$ cat src/rtl/inst_assembler_pkg.sv
// Shared immediate-format codes (common with the core's extender) and a
// range helper used when packing immediates back into instruction words.
package inst_assembler_pkg;

  localparam logic [2:0] I_TYPE = 3'b000;
  localparam logic [2:0] S_TYPE = 3'b001;
  localparam logic [2:0] B_TYPE = 3'b010;
  localparam logic [2:0] J_TYPE = 3'b011;
  localparam logic [2:0] U_TYPE = 3'b100;
  localparam logic [2:0] R_TYPE = 3'b101;

  // True when value[31:lsb] are all copies of one bit, i.e. the value is a
  // correctly sign-extended field of width lsb+1.
  function automatic logic upperBitsEqual(input logic [31:0] value, input int unsigned lsb);
    logic [31:0] shifted;
    shifted = 32'($signed(value) >>> lsb);
    return (shifted == '0) || (shifted == '1);
  endfunction

endpackage

$ cat src/rtl/inst_assembler_imm_pack.sv
// Combinational RV32I encoder: scatters the immediate into its format's bit
// positions and flags immediates that would not survive the extender.
module imm_pack
  import inst_assembler_pkg::*;
(
  input  logic [2:0]  imm_src_i,
  input  logic [6:0]  opcode_i,
  input  logic [2:0]  funct3_i,
  input  logic [6:0]  funct7_i,
  input  logic [4:0]  rd_i,
  input  logic [4:0]  rs1_i,
  input  logic [4:0]  rs2_i,
  input  logic [31:0] imm_i,
  output logic [31:0] inst_o,
  output logic        range_ok_o
);

  always_comb begin
    inst_o     = {25'b0, opcode_i};
    range_ok_o = 1'b0;
    case (imm_src_i)
      I_TYPE: begin
        inst_o     = {imm_i[11:0], rs1_i, funct3_i, rd_i, opcode_i};
        range_ok_o = upperBitsEqual(imm_i, 11);
      end
      S_TYPE: begin
        inst_o     = {imm_i[11:5], rs2_i, rs1_i, funct3_i, imm_i[4:0], opcode_i};
        range_ok_o = upperBitsEqual(imm_i, 11);
      end
      B_TYPE: begin
        inst_o     = {imm_i[12], imm_i[10:5], rs2_i, rs1_i, funct3_i,
                      imm_i[4:1], imm_i[11], opcode_i};
        range_ok_o = !imm_i[0] && upperBitsEqual(imm_i, 12);
      end
      J_TYPE: begin
        inst_o     = {imm_i[20], imm_i[10:1], imm_i[11], imm_i[19:12], rd_i, opcode_i};
        range_ok_o = !imm_i[0] && upperBitsEqual(imm_i, 20);
      end
      U_TYPE: begin
        // U immediates arrive right-aligned, as the extender reports them.
        inst_o     = {imm_i[19:0], rd_i, opcode_i};
        range_ok_o = upperBitsEqual(imm_i, 19);
      end
      R_TYPE: begin
        inst_o     = {funct7_i, rs2_i, rs1_i, funct3_i, rd_i, opcode_i};
        range_ok_o = 1'b1;
      end
      default: begin
        inst_o     = {25'b0, opcode_i};
        range_ok_o = 1'b0;
      end
    endcase
  end

endmodule

$ cat src/rtl/inst_assembler.sv
// Sequential instruction assembler: packs requests into RV32I words and
// streams them as consecutive word writes starting at a base address.
module inst_assembler
  import inst_assembler_pkg::*;
#(
  parameter int CNT_W = 16,
  parameter int ERR_W = 8
) (
  input  logic             clk_i,
  input  logic             rst_i,
  input  logic             start_i,
  input  logic [31:0]      base_addr_i,
  input  logic [CNT_W-1:0] count_i,
  input  logic             in_valid_i,
  output logic             in_ready_o,
  input  logic [2:0]       imm_src_i,
  input  logic [6:0]       opcode_i,
  input  logic [2:0]       funct3_i,
  input  logic [6:0]       funct7_i,
  input  logic [4:0]       rd_i,
  input  logic [4:0]       rs1_i,
  input  logic [4:0]       rs2_i,
  input  logic [31:0]      imm_i,
  output logic             out_valid_o,
  input  logic             out_ready_i,
  output logic [31:0]      out_addr_o,
  output logic [31:0]      out_data_o,
  output logic             busy_o,
  output logic             done_o,
  output logic             err_pulse_o,
  output logic [ERR_W-1:0] err_count_o
);

  localparam logic [1:0] IDLE  = 2'd0;
  localparam logic [1:0] RUN   = 2'd1;
  localparam logic [1:0] DRAIN = 2'd2;
  localparam logic [1:0] DONE  = 2'd3;

  localparam logic [CNT_W-1:0] CntOne = CNT_W'(1);
  localparam logic [ERR_W-1:0] ErrOne = ERR_W'(1);

  logic [1:0]       state_q, state_d;
  logic [31:0]      addr_q, addr_d;
  logic [CNT_W-1:0] remaining_q, remaining_d;
  logic             outValid_q, outValid_d;
  logic [31:0]      outAddr_q, outAddr_d;
  logic [31:0]      outData_q, outData_d;
  logic             errPulse_q, errPulse_d;
  logic [ERR_W-1:0] errCount_q, errCount_d;

  logic [31:0] packedInst;
  logic        rangeOk;
  logic        accept;

  imm_pack u_imm_pack (
    .imm_src_i  (imm_src_i),
    .opcode_i   (opcode_i),
    .funct3_i   (funct3_i),
    .funct7_i   (funct7_i),
    .rd_i       (rd_i),
    .rs1_i      (rs1_i),
    .rs2_i      (rs2_i),
    .imm_i      (imm_i),
    .inst_o     (packedInst),
    .range_ok_o (rangeOk)
  );

  // The output register may drain and refill in the same cycle.
  assign in_ready_o = (state_q == RUN) && (!outValid_q || out_ready_i);
  assign accept     = in_valid_i && in_ready_o;

  always_comb begin
    state_d     = state_q;
    addr_d      = addr_q;
    remaining_d = remaining_q;
    outValid_d  = outValid_q && !out_ready_i;
    outAddr_d   = outAddr_q;
    outData_d   = outData_q;
    errPulse_d  = accept && !rangeOk;
    errCount_d  = errCount_q;
    if (accept && !rangeOk && (errCount_q != '1)) begin
      errCount_d = errCount_q + ErrOne;
    end
    case (state_q)
      IDLE: begin
        if (start_i) begin
          addr_d      = base_addr_i & ~32'd3;
          remaining_d = count_i;
          state_d     = (count_i == '0) ? DONE : RUN;
        end
      end
      RUN: begin
        if (accept && rangeOk) begin
          outValid_d  = 1'b1;
          outAddr_d   = addr_q;
          outData_d   = packedInst;
          addr_d      = addr_q + 32'd4;
          remaining_d = remaining_q - CntOne;
          if (remaining_q == CntOne) begin
            state_d = DRAIN;
          end
        end
      end
      DRAIN: begin
        if (!outValid_q || out_ready_i) begin
          state_d = DONE;
        end
      end
      default: state_d = IDLE;
    endcase
  end

  always_ff @(posedge clk_i) begin
    if (rst_i) begin
      state_q     <= IDLE;
      addr_q      <= '0;
      remaining_q <= '0;
      outValid_q  <= 1'b0;
      outAddr_q   <= '0;
      outData_q   <= '0;
      errPulse_q  <= 1'b0;
      errCount_q  <= '0;
    end else begin
      state_q     <= state_d;
      addr_q      <= addr_d;
      remaining_q <= remaining_d;
      outValid_q  <= outValid_d;
      outAddr_q   <= outAddr_d;
      outData_q   <= outData_d;
      errPulse_q  <= errPulse_d;
      errCount_q  <= errCount_d;
    end
  end

  assign out_valid_o = outValid_q;
  assign out_addr_o  = outAddr_q;
  assign out_data_o  = outData_q;
  assign busy_o      = (state_q == RUN) || (state_q == DRAIN);
  assign done_o      = (state_q == DONE);
  assign err_pulse_o = errPulse_q;
  assign err_count_o = errCount_q;

endmodule

$ cat config.mk
export PLATFORM = sky130hd
export DESIGN_NAME = inst_assembler
export DESIGN_NICKNAME = d
export VERILOG_FILES = /design/src/rtl/inst_assembler_pkg.sv /design/src/rtl/inst_assembler_imm_pack.sv /design/src/rtl/inst_assembler.sv
export SDC_FILE = /design/constraint.sdc
export NUM_CORES = 1
export LEC_CHECK = 0
export ABC_AREA = 1
export CORE_ASPECT_RATIO = 1.1
export CORE_MARGIN = 1
export CORE_UTILIZATION = 26
export DETAILED_ROUTE_END_ITERATION = 6
export GPL_ROUTABILITY_DRIVEN = 1
export GPL_TIMING_DRIVEN = 0
export PLACE_DENSITY_LB_ADDON = 0.05
export REMOVE_ABC_BUFFERS = 1
export SLEW_MARGIN = 40
export SYNTH_ARGS = -nofsm -noshare
export SYNTH_HDL_FRONTEND = slang
export SYNTH_SLANG_ARGS = --single-unit
export TNS_END_PERCENT = 30
$ cat constraint.sdc
create_clock -name clk_i -period 2.46 [get_ports clk_i]
set_input_delay 0.369 -clock clk_i [delete_from_list [all_inputs] [get_ports clk_i]]
set_output_delay 0.369 -clock clk_i [all_outputs]
set_load 0.005 [all_outputs]
# == Word level (Yosys, flattened, before mapping) ==
# Index checks and enable logic that the tools add are counted.
# totals
regBits,124
output_inout_bits,77
wordCells,75
# classes
n_addsub,3
n_mux,16
n_reduce_logical,30
n_eq_ne,18
# op_table
operator,count
one-hot mux 32 bit (6 select lines),1
"== test 32 bit, second input constant",4
zero test 32 bit,4
two-way mux 32 bit,2
one-hot mux 32 bit (2 select lines),1
"adder 32 x 3 -> 32 bit, second input constant",1
two-way mux 16 bit,2
one-hot mux 16 bit (2 select lines),1
"== test 16 x 1 -> 1 bit, second input constant",1
zero test 16 bit,1
"subtractor 16 x 1 -> 16 bit, second input constant",1
two-way mux 2 bit,5
"adder 8 x 1 -> 8 bit, second input constant",1
logical AND 1 bit,8
"!= test 8 bit, second input constant",1
"== test 3 x 2 -> 1 bit, second input constant",2
"== test 3 bit, second input constant",2
logical OR 1 bit,6
one-hot mux 2 bit (3 select lines),1
one-hot mux 1 bit (5 select lines),1
"== test 2 bit, second input constant",2
zero test 1 bit,4
"!= test 2 x 1 -> 1 bit, second input constant",2
"!= test 2 bit, second input constant",2
10 further kinds,11

# == Logic depth before layout (Yosys ltp) ==
# Gate-level depths: netlist of the first run.
# logic_depth
depth_word,7
depth_mapped,16
mapped_depth_nobuf,15

# == Cells and area by module ==
# From an unflattened synthesis of the first run, not the netlist that was laid out.
# hier_totals
hier_cells,1168
area_unflattened_um2,7090.6
# modules_own_cells
module,seq_area_each_um2,n_inst,area_each_um2,cells_per_inst
inst_assembler,2402.3,1,6147.1,976
imm_pack,0.0,1,943.4,192

# == Least setup slack after synthesis of the first run ==
# Ideal clock, no wire load.
# synth_timing
path_type,reg2reg
from,register state_q[1]
to,register addr_q[16]
required_ps,2347
synth_period_minus_slack_ps,1840
slack_ps,620
stages_incl_launch_ff,14
arrival_ps,1727
path_cell_list,dfxtp_1 -> inv_1 -> ha_1 -> inv_2 -> nor2_1 -> nand2_1 -> inv_1 -> nand2_4 -> o21ai_4 -> nand2_2 -> buf_6 -> buf_6 -> nor2_1 -> nor2_1
# synth_via
elab_chain_len,6
# synth_rtl
element,line,rtl
"start, declared",inst_assembler.sv:42,"logic [1:0] state_q, state_d;"
"start signal, assigned",inst_assembler.sv:124,state_q <= state_d;
== test 2 x 1 -> 1 bit,inst_assembler.sv:69,assign in_ready_o = (state_q == RUN) && (!outValid_q || out_ready_i);
logical AND 1 bit,inst_assembler.sv:69,
net in_ready_o,inst_assembler.sv:15,"output logic in_ready_o,"
logical AND 1 bit,inst_assembler.sv:70,assign accept = in_valid_i && in_ready_o;
logical AND 1 bit,inst_assembler.sv:93,if (accept && rangeOk) begin
!= test 2 x 1 -> 1 bit (no line),n/a,
AND reduction 3 bit (no line),n/a,
"end signal, assigned",inst_assembler.sv:125,addr_q <= addr_d;
"end, declared",inst_assembler.sv:43,"logic [31:0] addr_q, addr_d;"
# The timed path passes the listed nets, and every way through them passes these cells.
# A chain may end at the register's enable or synchronous reset.

# == Worst setup path in the final report of the first run ==
# layout_timing
from,register state_q[1]
to,output in_ready_o
# layout_via
elab_chain_len,2
# layout_rtl
element,line
== test 2 x 1 -> 1 bit,inst_assembler.sv:69
logical AND 1 bit,inst_assembler.sv:69
"end, declared",inst_assembler.sv:15
# No other way between the ends.

==> key figures, run 1 <==
STA
  • Final setup vio count: 0
  • Fin crit share: 0.924
  • Tightest Pin Transition: 0.690 ns
  • Final setup TNS: 0 ns
  • Hold violation count in the final report: 0
  • Worst clock skew: 0.0102 ns
  • Achievable frequency: 440 MHz
  • Slew HR: 0.535
  • RSZ-0062 raised after global routing: false
  • Final Slew Violations: 0
  • Minimum clock period: 2.27 ns
  • Fin Hold WS: 0.472 ns

Detailed routing
  • DRT antenna net count: 0
  • Via count: 7,437
  • Iter 0 DRT Violations: 376
  • DR WL/cell: 15.9 microns
  • Residual DRC count: 0
  • Via/cell ratio: 4.61
  • Final WL: 25.6 mm
  • Drt first pass iters: 5

Clocking
  • CTS tree: done
  • Worst-Skew Late Latency: 0.42 ns
  • Clock sinks: 120
  • Root Buffer: clkbuf_16
  • Total CTS buffers: 17
  • Clock transition at path regs: 0.07 ns
  • H-tree depth: 4
  • Max clock buf depth: 2
  • CTS Hold Bufs: 0

GRT
  • Pin count of the biggest net entering global routing: 62
  • Global-route wire length before repair: 41.2 mm
  • Antenna violations before repair: 2
  • Overflow after GRT: 0
  • Vias in the first global route: 7,454
  • Gr usage total: 0.197

Logic synthesis
  • EDFF count, synth: 0
  • Mean Syn Cell Area: 6.42 sq um
  • Distinct cell type count after synthesis: 41
  • Post-Synth Simple-Gate Area: 0.332
  • FF+latch count, synth: 120
  • FFs w/ async S/R, synth: 0
  • Ys Warns: 0
  • Mapped Cells: 1,075
  • Post-synthesis xor/xnor area fraction: 0.0393
  • Post-synthesis mux area share: 0.0116
  • Sequential share of the synthesized area: 0.348
  • Largest family of logic cells by synthesized area: simple AND/OR/NAND/NOR gates
  • Post-Syn Area: 6900 sq um
  • Compound-Gate Fraction of Synth Area: 0.165
  • Synthesized-area fraction occupied by adder cells: 0.0163
  • Top_reg_cell synth: dfxtp_1

Pwr
  • Peak supply drop: 0.398 mV
  • Cell Pwr Density: 864 nW/um^2
  • Leakage Power: 4.12 nW
  • Pwr Total: 8.59 mW

Setup path
  • Worst EP required: 2.09 ns
  • CP arrival: 1.91 ns
  • CP Cell Sequence: inv_1 -> ha_4 -> inv_12 -> nor2_1 -> clkdlybuf4s50_1
  • Startpoint Class: register
  • WP buf/inv: 3
  • Worst-path fanout max: 49
  • Worst setup EP type: output port
  • Slowest CP cell: clkdlybuf4s50_1
  • Crit Path Class: register to output port
  • Delay-heaviest family, CP: buffers and inverters
  • Slowest Stage Delay on Critical Path: 0.52 ns

Final layout
  • Final #Nets: 1,376
  • Commonest non-fill, non-tap cells in the layout: nand2_1 (255), nor2_1 (190), clkdlybuf4s50_1 (190), dfxtp_1 (120), inv_1 (92)
  • Most common cell after layout, fill and taps aside: nand2_1
  • Layout cells sized above 1: 0.0484
  • Cell area after layout: 9940 sq um
  • Fillers: 2,853
  • N_diodes: 0
  • Synth-to-layout area growth: 44.0%

Placement
  • Port Buffers: 192
  • DP Area: 9150 sq um
  • Final Wtd Congestion: 0.808
  • DP HPWL: 17.5 mm

Floorplanning
  • Num rows: 62
  • I/O pin cnt: 197
  • Die Y: 173 microns
  • DIE AREA: 27,200 sq um
  • Core area: 26,100 sq um
  • Die width: 157 microns
  • Initial Util: 0.265

Outcome
  • Status: finished clean

Job
  • Max cap viols: 0

Worst hold path
  • HP Class: input port to register
[cell families after synthesis]
| kind of cell | Yosys count |
|---|---|
| xor+xnor | 31 |
| buf+inv | 147 |
| simple gates | 555 |
| flops | 120 |
| mux | 8 |
| other cells | 1 |
| fa+ha+maj | 9 |
| compound gates | 204 |
[state kept, by name, summed over array words and instances, names as in the netlist]
| name | flops |
|---|---|
| addr_q | 30 |
| err_count_o | 8 |
| out_valid_o | 1 |
| out_data_o | 32 |
| err_pulse_o | 1 |
| remaining_q | 16 |
| state_q | 2 |
| out_addr_o | 30 |
[cell usage after synthesis, types with 8 or more instances]
master	number	area share
nor2_1	191	0.10
a211oi_1	18	0.020
nor3_1	17	0.012
inv_1	93	0.051
nand2_1	255	0.14
xor2_1	29	0.037
ha_1	9	0.016
nand3_1	56	0.041
clkbuf_1	31	0.017
dfxtp_1	120	0.35
o22ai_1	9	0.0082
buf_2	15	0.011
nand4_1	12	0.011
mux2i_1	8	0.012
a21oi_1	81	0.059
o21ai_0	76	0.055
[path summary, 6_finish.rpt]
check | startpoint | endpoint | slack (ns) | cells past startpoint
worst max register to register | addr_q[2] | addr_q[24] | 0.24 | 13
worst max-delay path | state_q[1] | in_ready_o | 0.19 | 5
worst min-delay path | rst_i | err_count_o[3] | 0.47 | 2
worst min register to register | out_addr_o[8] | out_addr_o[8] | 0.49 | 2
[through the flow]
step           setup WS (ns)   util  instances
2_1_floorplan          -1.12      -       1025
3_3_place_gp           -3.23  0.346       1569
3_5_place_dp          -0.932  0.351       1573
4_1_cts              0.00132  0.380       1611
5_1_grt               0.0109  0.381       1612
6_report               0.186  0.381       1612
[cell type report]
class	count	area (sq um)	share of cell area
Timing Repair Buffer	202	2110	0.212
Sequential cell	120	2400	0.242
Clock buffer	19	453	0.0456
Multi-Input combinational cell	810	3980	0.400
Tap cell	352	440	0.0443
Inverter	96	390	0.0393
Clock inverter	13	169	0.0170
[metal layers]
metal | vias up | wire (microns) | track usage
met5 | - | 24 | 0
met4 | 4 | 297 | 0.0506
met3 | 23 | 1800 | 0.0566
met2 | 186 | 12200 | 0.327
met1 | 3371 | 11300 | 0.247
li1 | 3853 | - | -
[worst reg2reg max path, cell delays in order, from the launching register on]
cell and delay, ns:
dfxtp_1 0.43, ha_1 0.23, nand2_1 0.08, nor2_2 0.15
nand3_1 0.19, nor2_4 0.19, nand3_1 0.18, nor2_2 0.19
nand2_1 0.10, xor2_1 0.15, nand2_1 0.05, nand2_1 0.04
nor2_1 0.08, nor2_1 0.05
[what timing repair did]
item / in CTS / in global routing
resized for setup: 7 / 7
pin swaps: 1 / 1
buffers inserted: 4 / 1
setup endpoints to repair: 119 / 81
cloned: 2 / 0
[where the power goes]
| group | internal (mW) | switching, mW | leakage (nW) | total [mW] |
|---|---|---|---|---|
| Combinational | 1.31 | 2.01 | 2.85 | 3.32 |
| Sequential | 2.26 | 0.314 | 0.979 | 2.58 |
| Clock | 1.66 | 1.03 | 0.293 | 2.69 |
| Total | 5.23 | 3.36 | 4.12 | 8.59 |
Note: power is estimated with default switching activity, not from simulation.
==> inputs of run 2 (changes only) <==
Settings changed: TNS_END_PERCENT 30 to 50.
==> results of run 2 <==
The final DEF is identical to that of run 1; final timing and power are the same.
==> inputs of run 3 (changes only) <==
Settings changed: SYNTH_HIERARCHICAL from default to 1.
Clock period 2.46 ns to 2.1 ns, I/O delays scaled along.
==> run 3 against run 2 <==
  * The run now ends with design-rule violations left
  * Sequential share of layout area shrank 1.0 points
  * Synthesized cell count grew 8.7%
  * Via count grew 5.6%
  * Critical path depth shrank 2
  * Worst setup slack lost 0.059 ns
  * First-iteration DRC count grew 4.3%
  * Critical path type unchanged
  * Critical endpoint is now busy_o
  * Highest routed layer is now met4
==> key figures, run 3 <==
Pwr
  • Pwr Total: 10.7 mW (was 8.59 mW)
  • Peak supply drop: 0.460 mV (was 0.398 mV)
  • Sequential share of power: 0.293 (was 0.300)
  • Clock Power Share: 0.293 (was 0.313)
  • Switch Pwr: 4.46 mW (was 3.36 mW)
  • Switching Fraction: 0.418 (was 0.391)
  • Cell Pwr Density: 1030 nW/um^2 (was 864 nW/um^2)
  • Leakage Power: 4.04 nW (was 4.12 nW)
  • Comb power frac: 0.414 (was 0.387)
  • Internal power: 6.22 mW (was 5.23 mW)

GRT
  • Antenna violations before repair: 1 (was 2)
  • Overflow after GRT: 0 (unchanged)
  • Gr usage total: 0.194 (was 0.197)
  • Pin count of the biggest net entering global routing: 64 (was 62)
  • Vias in the first global route: 7,763 (was 7,454)
  • Global-route wire length before repair: 42.3 mm (was 41.2 mm)

Floorplanning
  • Die width: 159 microns (was 157 microns)
  • I/O pin cnt: 197 (unchanged)
  • Initial Util: 0.264 (was 0.265)
  • Core area: 26,900 sq um (was 26,100 sq um)
  • Num rows: 63 (was 62)
  • Die Y: 175 microns (was 173 microns)
  • DIE AREA: 27,900 sq um (was 27,200 sq um)

Outcome
  • Status: complete, but fails checks (was finished clean)
  • Failing checks: design-rule violations

Final layout
  • Synth-to-layout area growth: 46.4% (was 44.0%)
  • Final #Nets: 1,479 (was 1,376)
  • Layout cells sized above 1: 0.0902 (was 0.0484)
  • Fillers: 2,951 (was 2,853)
  • Post-Route Utilization: 0.386 (was 0.381)
  • Cell area after layout: 10,400 sq um (was 9940 sq um)
  • Max reg flops: 32 (unchanged)
  • Commonest non-fill, non-tap cells in the layout: nand2_1 (281), nor2_1 (202), clkdlybuf4s50_1 (166), inv_1 (124) (was nand2_1 (255), nor2_1 (190), clkdlybuf4s50_1 (190), dfxtp_1 (120), inv_1 (92))
  • Most common cell after layout, fill and taps aside: nand2_1 (unchanged)

Clocking
  • Max clock buf depth: 2 (unchanged)
  • Clock transition at path regs: 0.06 ns (was 0.07 ns)
  • Worst-Skew Late Latency: 0.42 ns (about the same)
  • Clock sinks: 120 (unchanged)
  • H-tree depth: 4 (unchanged)
  • CTS Hold Bufs: 0 (unchanged)
  • CTS tree: done (unchanged)
  • Root Buffer: clkbuf_16 (unchanged)
  • Total CTS buffers: 17 (unchanged)

STA
  • Achievable frequency: 507 MHz
  • Hold violation count in the final report: 0 (unchanged)
  • Final setup vio count: 0 (unchanged)
  • Minimum clock period: 1.97 ns
  • Fin Hold WS: 0.290 ns (was 0.472 ns)
  • Fin crit share: 0.939
  • Final Slew Violations: 0 (unchanged)
  • Final setup TNS: 0 ns (unchanged)
  • Worst clock skew: 0.0128 ns (was 0.0102 ns)

Setup path
  • Startpoint Class: register (unchanged)
  • Crit path to: busy_o (was in_ready_o)
  • Worst reg-to-reg path cell count: 11 (was 13)
  • Worst setup EP type: output port (unchanged)
  • CP startpoint: state_q[0] (was state_q[1])
  • Crit Reg-Reg Endpoint: addr_q[10] (was addr_q[24])
  • CP arrival: 1.66 ns (was 1.91 ns)
  • R2r startpoint: state_q[1] (was addr_q[2])
  • Crit Path Class: register to output port (unchanged)
  • Worst-path fanout max: 4 (was 49)
  • Worst EP required: 1.78 ns (was 2.09 ns)
  • R2R Setup Slk: 0.16 ns (was 0.24 ns)

Worst hold path
  • HP Class: input port to register (unchanged)
  • Hold Path Cell Cnt: 2 (unchanged)

Detailed routing
  • Iter 0 DRT Violations: 392 (was 376)
  • DRT antenna net count: 0 (unchanged)
  • Drt first pass iters: 7 (was 5)
  • Final WL: 26.6 mm (was 25.6 mm)
  • DR WL/cell: 15.5 microns (was 15.9 microns)
  • Via/cell ratio: 4.56 (was 4.61)
  • Residual DRC count: 4 (was 0)
  • Via count: 7,857 (was 7,437)

Logic synthesis
  • Top_reg_cell synth: dfxtp_1 (unchanged)
  • FF+latch count, synth: 120 (unchanged)
  • Ys Warns: 6 (was 0)
  • Mapped Cells: 1,168 (was 1,075)
  • Sequential share of the synthesized area: 0.339 (was 0.348)
  • FFs w/ async S/R, synth: 0 (unchanged)
  • Top-count cell post-synth: nand2_1 (unchanged)
  • EDFF count, synth: 0 (unchanged)
  • Top cell type's share of synthesized area: 0.339 (was 0.348)
  • Top cells by count, synth: nand2_1 (285), nor2_1 (214), inv_1 (132) (was nand2_1 (255), nor2_1 (191), dfxtp_1 (120))
  • Mean Syn Cell Area: 6.07 sq um (was 6.42 sq um)
  • Area contributors post-synth: dfxtp_1 (34%), nand2_1 (15%), nor2_1 (11%) (was dfxtp_1 (35%), nand2_1 (14%), nor2_1 (10%))
  • Distinct cell type count after synthesis: 39 (was 41)
  • Yosys top cell by area: dfxtp_1 (unchanged)
  • Post-Syn Area: 7090 sq um (was 6900 sq um)

Placement
  • DP HPWL: 17.8 mm (was 17.5 mm)
  • Final Wtd Congestion: 0.794 (was 0.808)
  • DP Area: 9300 sq um (was 9150 sq um)
  • Port Buffers: 192 (unchanged)

Job
  • Max cap viols: 0 (unchanged)
-- run 3: final cells by class --
class	instances	area (sq um)	area share
clock buffer	17	425	0.0410
clock inverter	15	190	0.0183
inverter	138	561	0.0540
timing repair inverter	3	41.3	0.00398
sequential	120	2400	0.232
multi-input combinational	858	4120	0.396
antenna	1	2.50	0.000241
timing repair buffer	213	2190	0.211
tap	357	447	0.0430
-- run 3: logic make-up after synthesis --
family / count (synthesis) / share of synthesized area
xor gates and xnor gates: 5 / 0.00618
buffers and inverters: 197 / 0.114
adders and majority gates: 8 / 0.0141
AOI/OAI and AO/OA: 246 / 0.183
DFF: 120 / 0.339
and+or+nand+nor: 591 / 0.343
other: 1 / 0.000529
-- run 3: per-stage QoR --
step / setup slack (ns) / cells
2_1_floorplan: -2.49 / 1110
3_3_place_gp: -5.38 / 1659
3_5_place_dp: -2.20 / 1664
4_1_cts: 0.00216 / 1717
5_1_grt: -0.00956 / 1721
6_report: 0.127 / 1722
-- run 3: worst min-delay path by stage --
| stage | end | slack (ns) | startpoint |
|---|---|---|---|
| 6_report | out_addr_o[29] | 0.29 | rst_i |
| 5_1_grt | err_pulse_o | 0.31 | rst_i |
| 4_1_cts | out_addr_o[29] | 0.28 | rst_i |
| 3_5_place_dp | out_addr_o[21] | 0.44 | out_addr_o[21] |
| 3_3_place_gp | out_data_o[12] | 0.43 | out_data_o[12] |
| 2_1_floorplan | addr_q[11] | 0.38 | rst_i |
-- run 3: critical path, cell delays in order (launching register included) --
cell and delay [ns]:
dfxtp_2 0.37, inv_1 0.07, ha_1 0.30, clkdlybuf4s50_1 0.50
-- run 3: layer usage --
layer | track usage | routed length, microns
met3 | 0.0674 | 1890
met2 | 0.327 | 12700
met4 | 0.0533 | 327
met5 | 0 | 0
met1 | 0.234 | 11800
-- run 3: power groups by stage --
| stage | clock (mW) | combinational (mW) | sequential, mW |
|---|---|---|---|
| 6_report | 3.13 | 4.42 | 3.13 |
| 5_1_grt | 3.34 | 4.98 | 3.20 |
| 4_1_cts | 3.22 | 4.39 | 3.13 |
| 3_5_place_dp | 0 | 3.60 | 3.17 |
| 3_3_place_gp | 0 | 3.57 | 3.16 |
| 2_1_floorplan | 0 | 2.38 | 3.04 |
-- run 3: repair_timing --
action | CTS | global route
gates resized for setup | 56 | 46
buffers inserted | 12 | 3
pin swaps | 7 | 12
endpoints found under the setup margin | 120 | 100
gates cloned | 9 | 1
